===== src/rtl/pulse_bram_reader_pkg.sv =====
// Shared definitions for the pulse BRAM reader: FSM encoding, default geometry and the fp32 zero
// word written back when read-clear is enabled.
package pulse_bram_reader_pkg;

    localparam int unsigned DEFAULT_DEPTH     = 1024;
    localparam int unsigned DEFAULT_ADDR_STEP = 4;
    localparam logic [31:0] FP32_ZERO         = 32'h0000_0000;

    typedef enum logic [2:0] {
        StIdle,
        StRdReq,
        StRdWait,
        StOut,
        StClr,
        StDone
    } state_e;

    // Readout length is bounded by the BRAM size so addresses can never run past the last word.
    function automatic logic [31:0] clamp_count(input logic [31:0] n, input int unsigned depth);
        return (n > depth) ? depth : n;
    endfunction

endpackage


===== src/rtl/pulse_bram_reader_if.sv =====
// Request, BRAM port and sample stream signals of the pulse BRAM reader.
// master: the reader; slave: the surrounding BRAM and stream consumer.
interface pulse_bram_reader_if;

    logic        start;
    logic [31:0] num_words;
    logic [31:0] bram_addr_pulse;
    logic [31:0] bram_data_in_pulse;
    logic        bram_we_pulse;
    logic        ena_pulse;
    logic [31:0] bram_data_out_pulse;
    logic [31:0] sample_data;
    logic [31:0] sample_index;
    logic        sample_valid;
    logic        sample_ready;
    logic        busy;
    logic        done;

    modport master (
        input  start, num_words, bram_data_out_pulse, sample_ready,
        output bram_addr_pulse, bram_data_in_pulse, bram_we_pulse, ena_pulse,
        output sample_data, sample_index, sample_valid, busy, done
    );

    modport slave (
        output start, num_words, bram_data_out_pulse, sample_ready,
        input  bram_addr_pulse, bram_data_in_pulse, bram_we_pulse, ena_pulse,
        input  sample_data, sample_index, sample_valid, busy, done
    );

endinterface


===== src/rtl/pulse_bram_reader.sv =====
// Streams fp32 samples out of the pulse BRAM one word at a time with a valid/ready handshake.
// Define PULSE_READ_CLEAR_EN to zero each word in the BRAM after it has been handed off.
module pulse_bram_reader
    import pulse_bram_reader_pkg::*;
#(
    parameter int unsigned DEPTH     = DEFAULT_DEPTH,
    parameter int unsigned ADDR_STEP = DEFAULT_ADDR_STEP
) (
    input logic                 clk,
    input logic                 rst,
    pulse_bram_reader_if.master bus
);

    state_e      state_q, state_d;
    logic [31:0] count_q, count_d;
    logic [31:0] index_q, index_d;
    logic        wait_q, wait_d;

    logic [31:0] addr_q, addr_d;
    logic [31:0] sample_data_q, sample_data_d;
    logic [31:0] sample_index_q, sample_index_d;
    logic        valid_q, valid_d;
    logic        ena_q, ena_d;
    logic        busy_q, busy_d;
    logic        done_q, done_d;
`ifdef PULSE_READ_CLEAR_EN
    logic        we_q, we_d;
`endif

    logic handshake;
    logic last_word;

    assign handshake = (state_q == StOut) && valid_q && bus.sample_ready;
    assign last_word = (index_q + 32'd1) == count_q;

    always_ff @(posedge clk) begin
        if (rst) begin
            state_q <= StIdle;
        end else begin
            state_q <= state_d;
        end
    end

    always_comb begin
        state_d = state_q;
        count_d = count_q;
        index_d = index_q;
        wait_d  = 1'b0;
        unique case (state_q)
            StIdle: begin
                if (bus.start) begin
                    count_d = clamp_count(bus.num_words, DEPTH);
                    index_d = '0;
                    state_d = (count_d == '0) ? StDone : StRdReq;
                end
            end
            StRdReq: state_d = StRdWait;
            // Two cycles here: one for the BRAM read latency, one to capture the read data.
            StRdWait: begin
                wait_d = ~wait_q;
                if (wait_q) begin
                    state_d = StOut;
                end
            end
            StOut: begin
                if (handshake) begin
`ifdef PULSE_READ_CLEAR_EN
                    state_d = StClr;
`else
                    index_d = index_q + 32'd1;
                    state_d = last_word ? StDone : StRdReq;
`endif
                end
            end
            StClr: begin
`ifdef PULSE_READ_CLEAR_EN
                index_d = index_q + 32'd1;
                state_d = last_word ? StDone : StRdReq;
`else
                state_d = StIdle;
`endif
            end
            StDone:  state_d = StIdle;
            default: state_d = StIdle;
        endcase
    end

    // Outputs are derived from the state being entered so they change on the same edge as it.
    always_comb begin
        addr_d         = addr_q;
        sample_data_d  = sample_data_q;
        sample_index_d = sample_index_q;
        valid_d        = valid_q;
        ena_d          = (state_d == StRdReq) || (state_d == StClr);
        busy_d         = (state_d != StIdle) && (state_d != StDone);
        done_d         = (state_d == StDone);
`ifdef PULSE_READ_CLEAR_EN
        we_d           = (state_d == StClr);
`endif
        if (state_d == StRdReq) begin
            addr_d = index_d * ADDR_STEP;
        end
        if ((state_q == StRdWait) && wait_q) begin
            sample_data_d  = bus.bram_data_out_pulse;
            sample_index_d = index_q;
            valid_d        = 1'b1;
        end
        if (handshake) begin
            valid_d = 1'b0;
        end
    end

    always_ff @(posedge clk) begin
        if (rst) begin
            count_q        <= '0;
            index_q        <= '0;
            wait_q         <= 1'b0;
            addr_q         <= '0;
            sample_data_q  <= '0;
            sample_index_q <= '0;
            valid_q        <= 1'b0;
            ena_q          <= 1'b0;
            busy_q         <= 1'b0;
            done_q         <= 1'b0;
`ifdef PULSE_READ_CLEAR_EN
            we_q           <= 1'b0;
`endif
        end else begin
            count_q        <= count_d;
            index_q        <= index_d;
            wait_q         <= wait_d;
            addr_q         <= addr_d;
            sample_data_q  <= sample_data_d;
            sample_index_q <= sample_index_d;
            valid_q        <= valid_d;
            ena_q          <= ena_d;
            busy_q         <= busy_d;
            done_q         <= done_d;
`ifdef PULSE_READ_CLEAR_EN
            we_q           <= we_d;
`endif
        end
    end

    // Gating with rst keeps an access already on the port from completing at the reset edge.
    assign bus.ena_pulse          = ena_q & ~rst;
`ifdef PULSE_READ_CLEAR_EN
    assign bus.bram_we_pulse      = we_q & ~rst;
`else
    assign bus.bram_we_pulse      = 1'b0;
`endif
    assign bus.bram_addr_pulse    = addr_q;
    assign bus.bram_data_in_pulse = FP32_ZERO;
    assign bus.sample_data        = sample_data_q;
    assign bus.sample_index       = sample_index_q;
    assign bus.sample_valid       = valid_q;
    assign bus.busy               = busy_q;
    assign bus.done               = done_q;

endmodule

===== src/flat_wrapper.sv =====
// flat-port wrapper written by rule: the top's interface ports become plain ports
module pulse_bram_reader_flat import pulse_bram_reader_pkg::*;
#(
    parameter int unsigned DEPTH     = DEFAULT_DEPTH,
    parameter int unsigned ADDR_STEP = DEFAULT_ADDR_STEP
)
  (clk, rst, bus_start, bus_num_words, bus_bram_data_out_pulse, bus_sample_ready, bus_bram_addr_pulse, bus_bram_data_in_pulse, bus_bram_we_pulse, bus_ena_pulse, bus_sample_data, bus_sample_index, bus_sample_valid, bus_busy, bus_done);
  pulse_bram_reader_if bus_i ();
  input logic clk;
  input logic rst;
  input wire logic [$bits(bus_i.start)-1:0] bus_start;
  input wire logic [$bits(bus_i.num_words)-1:0] bus_num_words;
  input wire logic [$bits(bus_i.bram_data_out_pulse)-1:0] bus_bram_data_out_pulse;
  input wire logic [$bits(bus_i.sample_ready)-1:0] bus_sample_ready;
  output wire logic [$bits(bus_i.bram_addr_pulse)-1:0] bus_bram_addr_pulse;
  output wire logic [$bits(bus_i.bram_data_in_pulse)-1:0] bus_bram_data_in_pulse;
  output wire logic [$bits(bus_i.bram_we_pulse)-1:0] bus_bram_we_pulse;
  output wire logic [$bits(bus_i.ena_pulse)-1:0] bus_ena_pulse;
  output wire logic [$bits(bus_i.sample_data)-1:0] bus_sample_data;
  output wire logic [$bits(bus_i.sample_index)-1:0] bus_sample_index;
  output wire logic [$bits(bus_i.sample_valid)-1:0] bus_sample_valid;
  output wire logic [$bits(bus_i.busy)-1:0] bus_busy;
  output wire logic [$bits(bus_i.done)-1:0] bus_done;
  assign bus_i.start = bus_start;
  assign bus_i.num_words = bus_num_words;
  assign bus_i.bram_data_out_pulse = bus_bram_data_out_pulse;
  assign bus_i.sample_ready = bus_sample_ready;
  assign bus_bram_addr_pulse = bus_i.bram_addr_pulse;
  assign bus_bram_data_in_pulse = bus_i.bram_data_in_pulse;
  assign bus_bram_we_pulse = bus_i.bram_we_pulse;
  assign bus_ena_pulse = bus_i.ena_pulse;
  assign bus_sample_data = bus_i.sample_data;
  assign bus_sample_index = bus_i.sample_index;
  assign bus_sample_valid = bus_i.sample_valid;
  assign bus_busy = bus_i.busy;
  assign bus_done = bus_i.done;
  pulse_bram_reader #(.DEPTH(DEPTH), .ADDR_STEP(ADDR_STEP)) u_core (.clk(clk), .rst(rst), .bus(bus_i));
endmodule

===== config.mk =====
export PLATFORM = sky130hd
export DESIGN_NAME = pulse_bram_reader_flat
export DESIGN_NICKNAME = d
export VERILOG_FILES = /design/src/rtl/pulse_bram_reader_pkg.sv /design/src/rtl/pulse_bram_reader_if.sv /design/src/rtl/pulse_bram_reader.sv /design/src/flat_wrapper.sv
export SDC_FILE = /design/constraint.sdc
export NUM_CORES = 1
export LEC_CHECK = 0
export CAP_MARGIN = 40
export CORE_ASPECT_RATIO = 0.8
export CORE_MARGIN = 4
export CORE_UTILIZATION = 50
export DETAILED_ROUTE_END_ITERATION = 10
export PLACE_DENSITY = 0.78
export RECOVER_POWER = 25
export SYNTH_ARGS = -nofsm -noshare
export SYNTH_HDL_FRONTEND = slang
export SYNTH_SLANG_ARGS = --single-unit

===== constraint.sdc =====
create_clock -name clk -period 3 [get_ports clk]
set_input_delay 0.3 -clock clk [delete_from_list [all_inputs] [get_ports clk]]
set_output_delay 0.3 -clock clk [all_outputs]
set_load 0.1 [all_outputs]

## After elaboration in Yosys (flattened, before gate mapping)

Cells that the tools add are included.

| word-level totals | value |
|---|---|
| bits in registers | 166 |
| input bits | 68 |
| output and inout bits | 133 |
| word-level logic and storage cells | 51 |

| operators by class | value |
|---|---|
| add/sub/neg operators | 1 |
| $lt $le $gt $ge | 1 |
| eq/ne operators | 10 |
| multiplexer cells | 10 |
| bitwise operators | 4 |
| reductions and logical operators | 13 |

Operators with widths:

| operator | count |
|---|---|
| two-way mux 32 bit | 3 |
| case mux 32 bit (2 select lines) | 1 |
| adder 32 x 1 -> 32 bit, second input constant | 1 |
| equality test 32 bit | 1 |
| greater-than comparator 32 x 11 -> 1 bit, second input constant | 1 |
| zero test 32 bit | 1 |
| two-way mux 3 bit | 5 |
| case mux 3 bit (4 select lines) | 1 |
| equality test 3 x 1 -> 1 bit, second input constant | 2 |
| equality test 3 x 2 -> 1 bit, second input constant | 2 |
| equality test 3 bit, second input constant | 2 |
| logical AND 1 bit | 4 |
| OR reduction 2 bit | 2 |
| zero test 3 bit | 1 |
| inequality test 3 bit, second input constant | 1 |
| NOT 1 bit | 3 |
| AND reduction 3 bit | 1 |
| nonzero test 3 bit | 1 |
| inequality test 2 x 1 -> 1 bit, second input constant | 1 |
| inequality test 2 bit, second input constant | 1 |
| AND reduction 2 bit | 1 |
| nonzero test 2 bit | 1 |
| bitwise AND 1 bit | 1 |
| logical OR 1 bit | 1 |

## Depth between registers and ports, before layout

| logic depth | value |
|---|---|
| word-level depth | 8 |
| depth in mapped cells | 12 |

## Least setup slack after synthesis

Ideal clock, no wire load.

| timing path | value |
|---|---|
| path kind | register to register |
| start point | register u_core.valid_q, in the netlist u_core.bus.sample_valid |
| end point | register u_core.addr_q[10], in the netlist u_core.bus.bram_addr_pulse[10] |
| setup time | 0.121 ns |
| arrival | 2.762 ns |
| data required time | 2.879 ns |
| slack | 0.116 ns |
| cell stages (with the launch flop) | 10 |
| buffers on the path | 1 |
| cells stage by stage | dfxtp_1 > nand4_1 > nor2_1 > o2111ai_1 > a31oi_1 > nand4_1 > and4b_1 > nor3_4 > buf_6 > mux2_4 |

| on the way | value |
|---|---|
| longest elaborated chain between the ends | 5 |
| elaborated cells between the ends (all ways) | 7 |
| those cells by class | eq/ne (1); mux (4); reduce/logical (2) |

Ends and longest elaborated chain:

| what | RTL line | text |
|---|---|---|
| start, declared | pulse_bram_reader.sv:22 | `logic valid_q, valid_d;` |
| start signal, assigned | pulse_bram_reader.sv:135 | `valid_q <= valid_d;` |
| logical AND 1 bit (*) (2 in series) | pulse_bram_reader.sv:33 | `assign handshake = (state_q == StOut) && valid_q && bus.sample_ready;` |
| two-way mux 3 bit | pulse_bram_reader.sv:66 | `if (handshake) begin` |
| case mux 3 bit (4 select lines) | pulse_bram_reader.sv:49 | `unique case (state_q)` |
| equality test 3 x 1 -> 1 bit | pulse_bram_reader.sv:100 | `if (state_d == StRdReq) begin` |
| end signal, assigned | pulse_bram_reader.sv:132 | `addr_q <= addr_d;` |
| end, declared | pulse_bram_reader.sv:19 | `logic [31:0] addr_q, addr_d;` |

Every way passes the cells marked *; elsewhere a longest branch is shown, timed or not. The select of a mux whose other input is x is not followed.
A chain may end at the register's enable or synchronous reset.

## Final worst setup path

| timing path | value |
|---|---|
| start point | register u_core.index_q[10] |
| end point | register u_core.addr_q[29], in the netlist u_core.bus.bram_addr_pulse[29] |

| on the way | value |
|---|---|
| longest elaborated chain between the ends | 6 |
| elaborated cells between the ends (all ways) | 8 |
| those cells by class | add/sub (1); eq/ne (2); mux (5) |

Ends and longest elaborated chain:

| what | RTL line | text |
|---|---|---|
| start, declared | pulse_bram_reader.sv:16 | `logic [31:0] index_q, index_d;` |
| start signal, assigned | pulse_bram_reader.sv:130 | `index_q <= index_d;` |
| adder 32 x 1 -> 32 bit (*) | pulse_bram_reader.sv:34, pulse_bram_reader.sv:70 |  |
| equality test 32 bit | pulse_bram_reader.sv:34 | `assign last_word = (index_q + 32'd1) == count_q;` |
| two-way mux 3 bit | pulse_bram_reader.sv:71 | `state_d = last_word ? StDone : StRdReq;` |
| two-way mux 3 bit | pulse_bram_reader.sv:66 |  |
| case mux 3 bit (4 select lines) | pulse_bram_reader.sv:49 |  |
| equality test 3 x 1 -> 1 bit | pulse_bram_reader.sv:100 |  |

Marks and branches as above.

==> results_tabular.tex <==
\begin{tabular}{lr}
\hline
Metric & Value \\
\hline
\multicolumn{2}{l}{\textbf{Synthesis}} \\
\quad Primary flip-flop cell chosen by synthesis mapping & sky130\_fd\_sc\_hd\_\_dfxtp\_1 \\
\quad Average instance area after synthesis & between 8 and 9 sq um \\
\quad Cell types with the largest area share after synthesis & sky130\_fd\_sc\_hd\_\_dfxtp\_1, sky130\_fd\_sc\_hd\_\_nand2\_1, sky130\_fd\_sc\_hd\_\_a21oi\_1 \\
\quad \#FFs+latches synth & approximately 170 \\
\quad Number of cells produced by synthesis & between 900 and 1,000 \\
\quad Netlist area before placement & 8330 sq um \\
\quad Most numerous cell types in the synthesized netlist & sky130\_fd\_sc\_hd\_\_dfxtp\_1, sky130\_fd\_sc\_hd\_\_nand2\_1, sky130\_fd\_sc\_hd\_\_a21oi\_1 \\
\quad Number of different library cells in the post-synthesis netlist & between 70 and 80 \\
\quad Area fraction of the dominant cell type after synthesis & 39.9\% \\
\quad Cell type with the highest aggregate area in the netlist & sky130\_fd\_sc\_hd\_\_dfxtp\_1 \\
\quad Proportion of register bits with asynchronous set or reset after synthesis & 0\% \\
\quad Dominant cell by count in the synthesized netlist & sky130\_fd\_sc\_hd\_\_dfxtp\_1 \\
\quad Sequential share of the synthesized area & about 40\% \\
\quad Count of flip-flops with a built-in enable after synthesis & 0 \\
\quad Warnings from Yosys & 0 \\
\multicolumn{2}{l}{\textbf{STA}} \\
\quad Final worst-path cycle share & 102\% \\
\quad Final Max Tran Viols & 0 \\
\quad Setup skew after layout & a little under 0.009 ns \\
\quad Achievable clock frequency & $\sim$330 MHz \\
\quad Number of failing setup endpoints in the final timing report & 30 \\
\quad Final WS setup & -0.0516 ns \\
\quad Transition at the pin with the smallest max-transition slack & around 1.3 ns \\
\quad Number of hold violations in the final report & 0 \\
\quad Rel. slew slack & between 10\% and 20\% \\
\quad RSZ-0062 raised after global routing & true \\
\quad Final worst hold slack & approximately 0.4 ns \\
\quad Post-layout min period & 3.05 ns \\
\multicolumn{2}{l}{\textbf{Finish}} \\
\quad Number of filler instances in the final layout & between 1,000 and 1,500 \\
\quad Antenna Diode Count & 0 \\
\quad Final net count & 1,306 \\
\quad Share of post-route cells with drive strength above 1 & between 20\% and 30\% \\
\quad Post-layout utilization of the core & 71.5\% \\
\quad Growth of design area from synthesis to finish & 37.9\% \\
\multicolumn{2}{l}{\textbf{CTS}} \\
\quad CTS tree & yes \\
\quad Total clock buffers created by CTS & 17 \\
\quad Level count of the clock H-tree & 4 \\
\quad Clock slew at the register clock pins of the worst setup and hold paths & 0.07 ns \\
\quad Cts hold-fix bufs & 0 \\
\quad Clock Latency Late Sink & between 0.4 and 0.5 ns \\
\quad Maximum root-to-sink buffer count & 2 \\
\quad Number of sinks handled by clock tree synthesis & about 170 \\
\quad Root Driver & sky130\_fd\_sc\_hd\_\_clkbuf\_16 \\
\multicolumn{2}{l}{\textbf{Setup path}} \\
\quad Register-to-Register Setup Slack & -0.05 ns \\
\quad Delay contributed by the slowest stage of the critical path & approximately 0.48 ns \\
\quad Required arrival time at the worst endpoint & around 3.3 ns \\
\quad R2R Path Start & u\_core.index\_q[10]\$\_SDFF\_PP0\_ \\
\quad Critical Path Source & u\_core.index\_q[10]\$\_SDFF\_PP0\_ \\
\quad Category of cells accounting for the largest share of critical-path delay & simple AND/OR/NAND/NOR gates \\
\quad Crit path buffers/inverters & 3 \\
\quad Maximum fanout count along the critical path & 10 \\
\quad Element type at the critical path end & flop \\
\quad WS Path Type & reg2reg \\
\quad Signal arrival time at the worst endpoint & approximately 3.4 ns \\
\quad Slowest cell on crit path & sky130\_fd\_sc\_hd\_\_dfxtp\_1 \\
\quad Crit path launch type & flop \\
\quad Worst reg2reg path endpoint & u\_core.bus.bram\_addr\_pulse[29]\$\_SDFFE\_PP0N\_ \\
\quad Count of cells along the worst register-to-register path & 11 \\
\quad Ordered cell list for the critical path & and4\_1 -> nand4\_1 -> buf\_4 -> nor4b\_4 -> o22ai\_2 -> nor4\_2 -> and4b\_2 -> nor3\_4 -> buf\_6 -> buf\_12 -> mux2\_4 \\
\multicolumn{2}{l}{\textbf{Run status}} \\
\quad Run status & finished with violations \\
\quad Violated checks & negative setup slack \\
\multicolumn{2}{l}{\textbf{Global route}} \\
\quad Number of antenna violations at the first check in global routing & 1 \\
\quad Via count of the first global-routing pass & 7,886 \\
\quad First-pass GRT wire length & $\sim$42 mm \\
\quad Global-route usage over all layers & 27.9\% \\
\quad Total gr overflow & 0 \\
\quad Maximum number of pins on one net before global-route repair & 60 \\
\multicolumn{2}{l}{\textbf{Routing}} \\
\quad Average wire length per cell after detail routing & about 19 um \\
\quad Total wirelength of the detailed-routed design & 27.3 mm \\
\quad DRT iter0 DRCs & a little under 800 \\
\quad Vias per Instance & 5.61 \\
\quad Remaining number of nets flagged by the antenna check after routing & 0 \\
\quad Detailed-router iteration count before antenna repair & 5 \\
\quad Routed vias & slightly above 8,000 \\
\quad Residual DRC count & 0 \\
\multicolumn{2}{l}{\textbf{Worst hold path}} \\
\quad Critical hold path startpoint & bus\_bram\_data\_out\_pulse[12] \\
\quad Worst Hold Endpoint & u\_core.bus.sample\_data[12]\$\_SDFFE\_PP0P\_ \\
\quad Class of the most critical hold timing path & in2reg \\
\quad Number of instances on the worst hold path & 3 \\
\multicolumn{2}{l}{\textbf{Flow run}} \\
\quad MaxCap Viol Count & 0 \\
\multicolumn{2}{l}{\textbf{Die}} \\
\quad Die boundary width & roughly 150 um \\
\quad Die span in y & approximately 120 um \\
\quad Initial cell density of the core & 51.9\% \\
\quad Core footprint & 16,100 sq um \\
\quad Die Footprint & around 19,000 sq um \\
\quad Total I/O pin count & between 200 and 250 \\
\quad Rows & 41 \\
\multicolumn{2}{l}{\textbf{Pwr}} \\
\quad Worst voltage drop across the vdd grid & around 0.00038 V \\
\quad Overall power consumption & 0.00508 W \\
\quad LEAKAGE & between 4 and 5 nW \\
\quad PwrDens & between 400 and 500 nW/um\^{}2 \\
\multicolumn{2}{l}{\textbf{Placed design}} \\
\quad Dpl ws & -0.0500 ns \\
\quad Global placement routability congestion & between 0.9 and 1 \\
\quad DPL Wire Length & 19.5 mm \\
\quad Number of input and output port buffers inserted & around 170 \\
\hline
\end{tabular}
-- flip-flops by register name (all words and copies together) (netlist names), 3 cells and up --
register / count
u_core.bus.bram_addr_pulse: 30
u_core.bus.sample_data: 32
u_core.bus.sample_index: 32
u_core.state_q: 3
u_core.index_q: 32
u_core.count_q: 32
-- power by group --
| part | internal, W | total (W) | switching [W] |
|---|---|---|---|
| sequential | 0.00221 | 0.00222 | 0.00000792 |
| combinational | 0.000158 | 0.000527 | 0.000369 |
| clock | 0.00140 | 0.00234 | 0.000935 |
-- what timing repair did --
action                     in CTS  in global routing
pin swaps                       0                  9
setup buffers                   0                 13
setup endpoints to repair      30                 31
resized for setup               2                 36
cloned                          0                  2
-- per-layer routing --
metal / up-vias / track usage (%) / part of all wire, %
met5: - / 0 / 0.048
met4: 2 / 7.97 / 1.5
met3: 40 / 6.05 / 7.3
met2: 340 / 46.3 / 47
met1: 3944 / 37.0 / 44
li1: 3883 / - / -
-- tightest hold or removal path, stage by stage --
cell	delay, ns
sky130_fd_sc_hd__clkdlybuf4s50_1	0.39
sky130_fd_sc_hd__nand2_1	0.06
sky130_fd_sc_hd__a21oi_1	0.05
-- through the flow --
stage,cell area (sq um),TNS (ns),std cells
floorplan,8460,0,1016
global placement,10500,-0.575,1397
detailed placement,10800,-1.12,1418
CTS,11400,0,1449
global route,11500,-1.13,1464
finish,11500,-1.02,1464
-- worst max path at each step --
stage,endpoint,slack (ns),cells past startpoint
finish,u_core.bus.bram_addr_pulse[29]$_SDFFE_PP0N_,-0.05,11
global route,u_core.bus.bram_addr_pulse[23]$_SDFFE_PP0N_,-0.06,13
CTS,u_core.bus.bram_addr_pulse[21]$_SDFFE_PP0N_,0.02,11
detailed placement,u_core.bus.bram_addr_pulse[29]$_SDFFE_PP0N_,-0.05,10
global placement,u_core.bus.bram_addr_pulse[29]$_SDFFE_PP0N_,-0.03,11
floorplan,u_core.bus.bram_addr_pulse[10]$_SDFFE_PP0N_,0.12,9
-- cells in the final DEF (no fill, tap or decap), drive strengths merged, types with 3 or more instances in the layout --
master / count
o22ai: 3
clkbuf: 81
nor2b: 34
and4: 9
o21ai: 31
mux2: 31
o311a: 3
inv: 6
a211oi: 7
nor4: 29
buf: 166
a31oi: 10
nand3: 13
or3: 7
a21o: 4
a21oi: 109
a22oi: 11
nand2: 148
clkdlybuf4s50: 87
clkinvlp: 3
nor3: 22
nand4: 28
nor2: 64
nand2b: 4
and2: 30
nand4b: 3
conb: 35
xnor2: 21
nand3b: 9
and3: 11
dfxtp: 166
xor2: 17
bufinv: 4
or4: 6
-- cell type report --
| class | instances | area (sq um) | area share [%] |
|---|---|---|---|
| repair buffers | 316 | 2640 | 23.0 |
| flip-flops and latches | 166 | 3340 | 29.0 |
| clock inverters | 13 | 195 | 1.70 |
| multi-input cells | 734 | 4610 | 40.1 |
| well taps | 215 | 269 | 2.34 |
| clock buffers | 18 | 429 | 3.74 |
| inverters | 2 | 7.51 | 0.0654 |
-- cells by family (layout without fill, tap and decap cells) --
kind of cell | count (synthesis) | in the layout | synth area share, %
DFF | 166 | 166 | 39.9
xor gates and xnor gates | 38 | 38 | 4.00
adders and majority gates | 1 | 1 | 0.150
and+or+nand+nor | 429 | 429 | 28.4
other | 1 | 35 | 0.0450
muxes | 31 | 31 | 5.54
buffers and inverters | 116 | 349 | 7.83
AOI/OAI and AO/OA | 200 | 200 | 14.1
(Power assumes the default switching activity.)
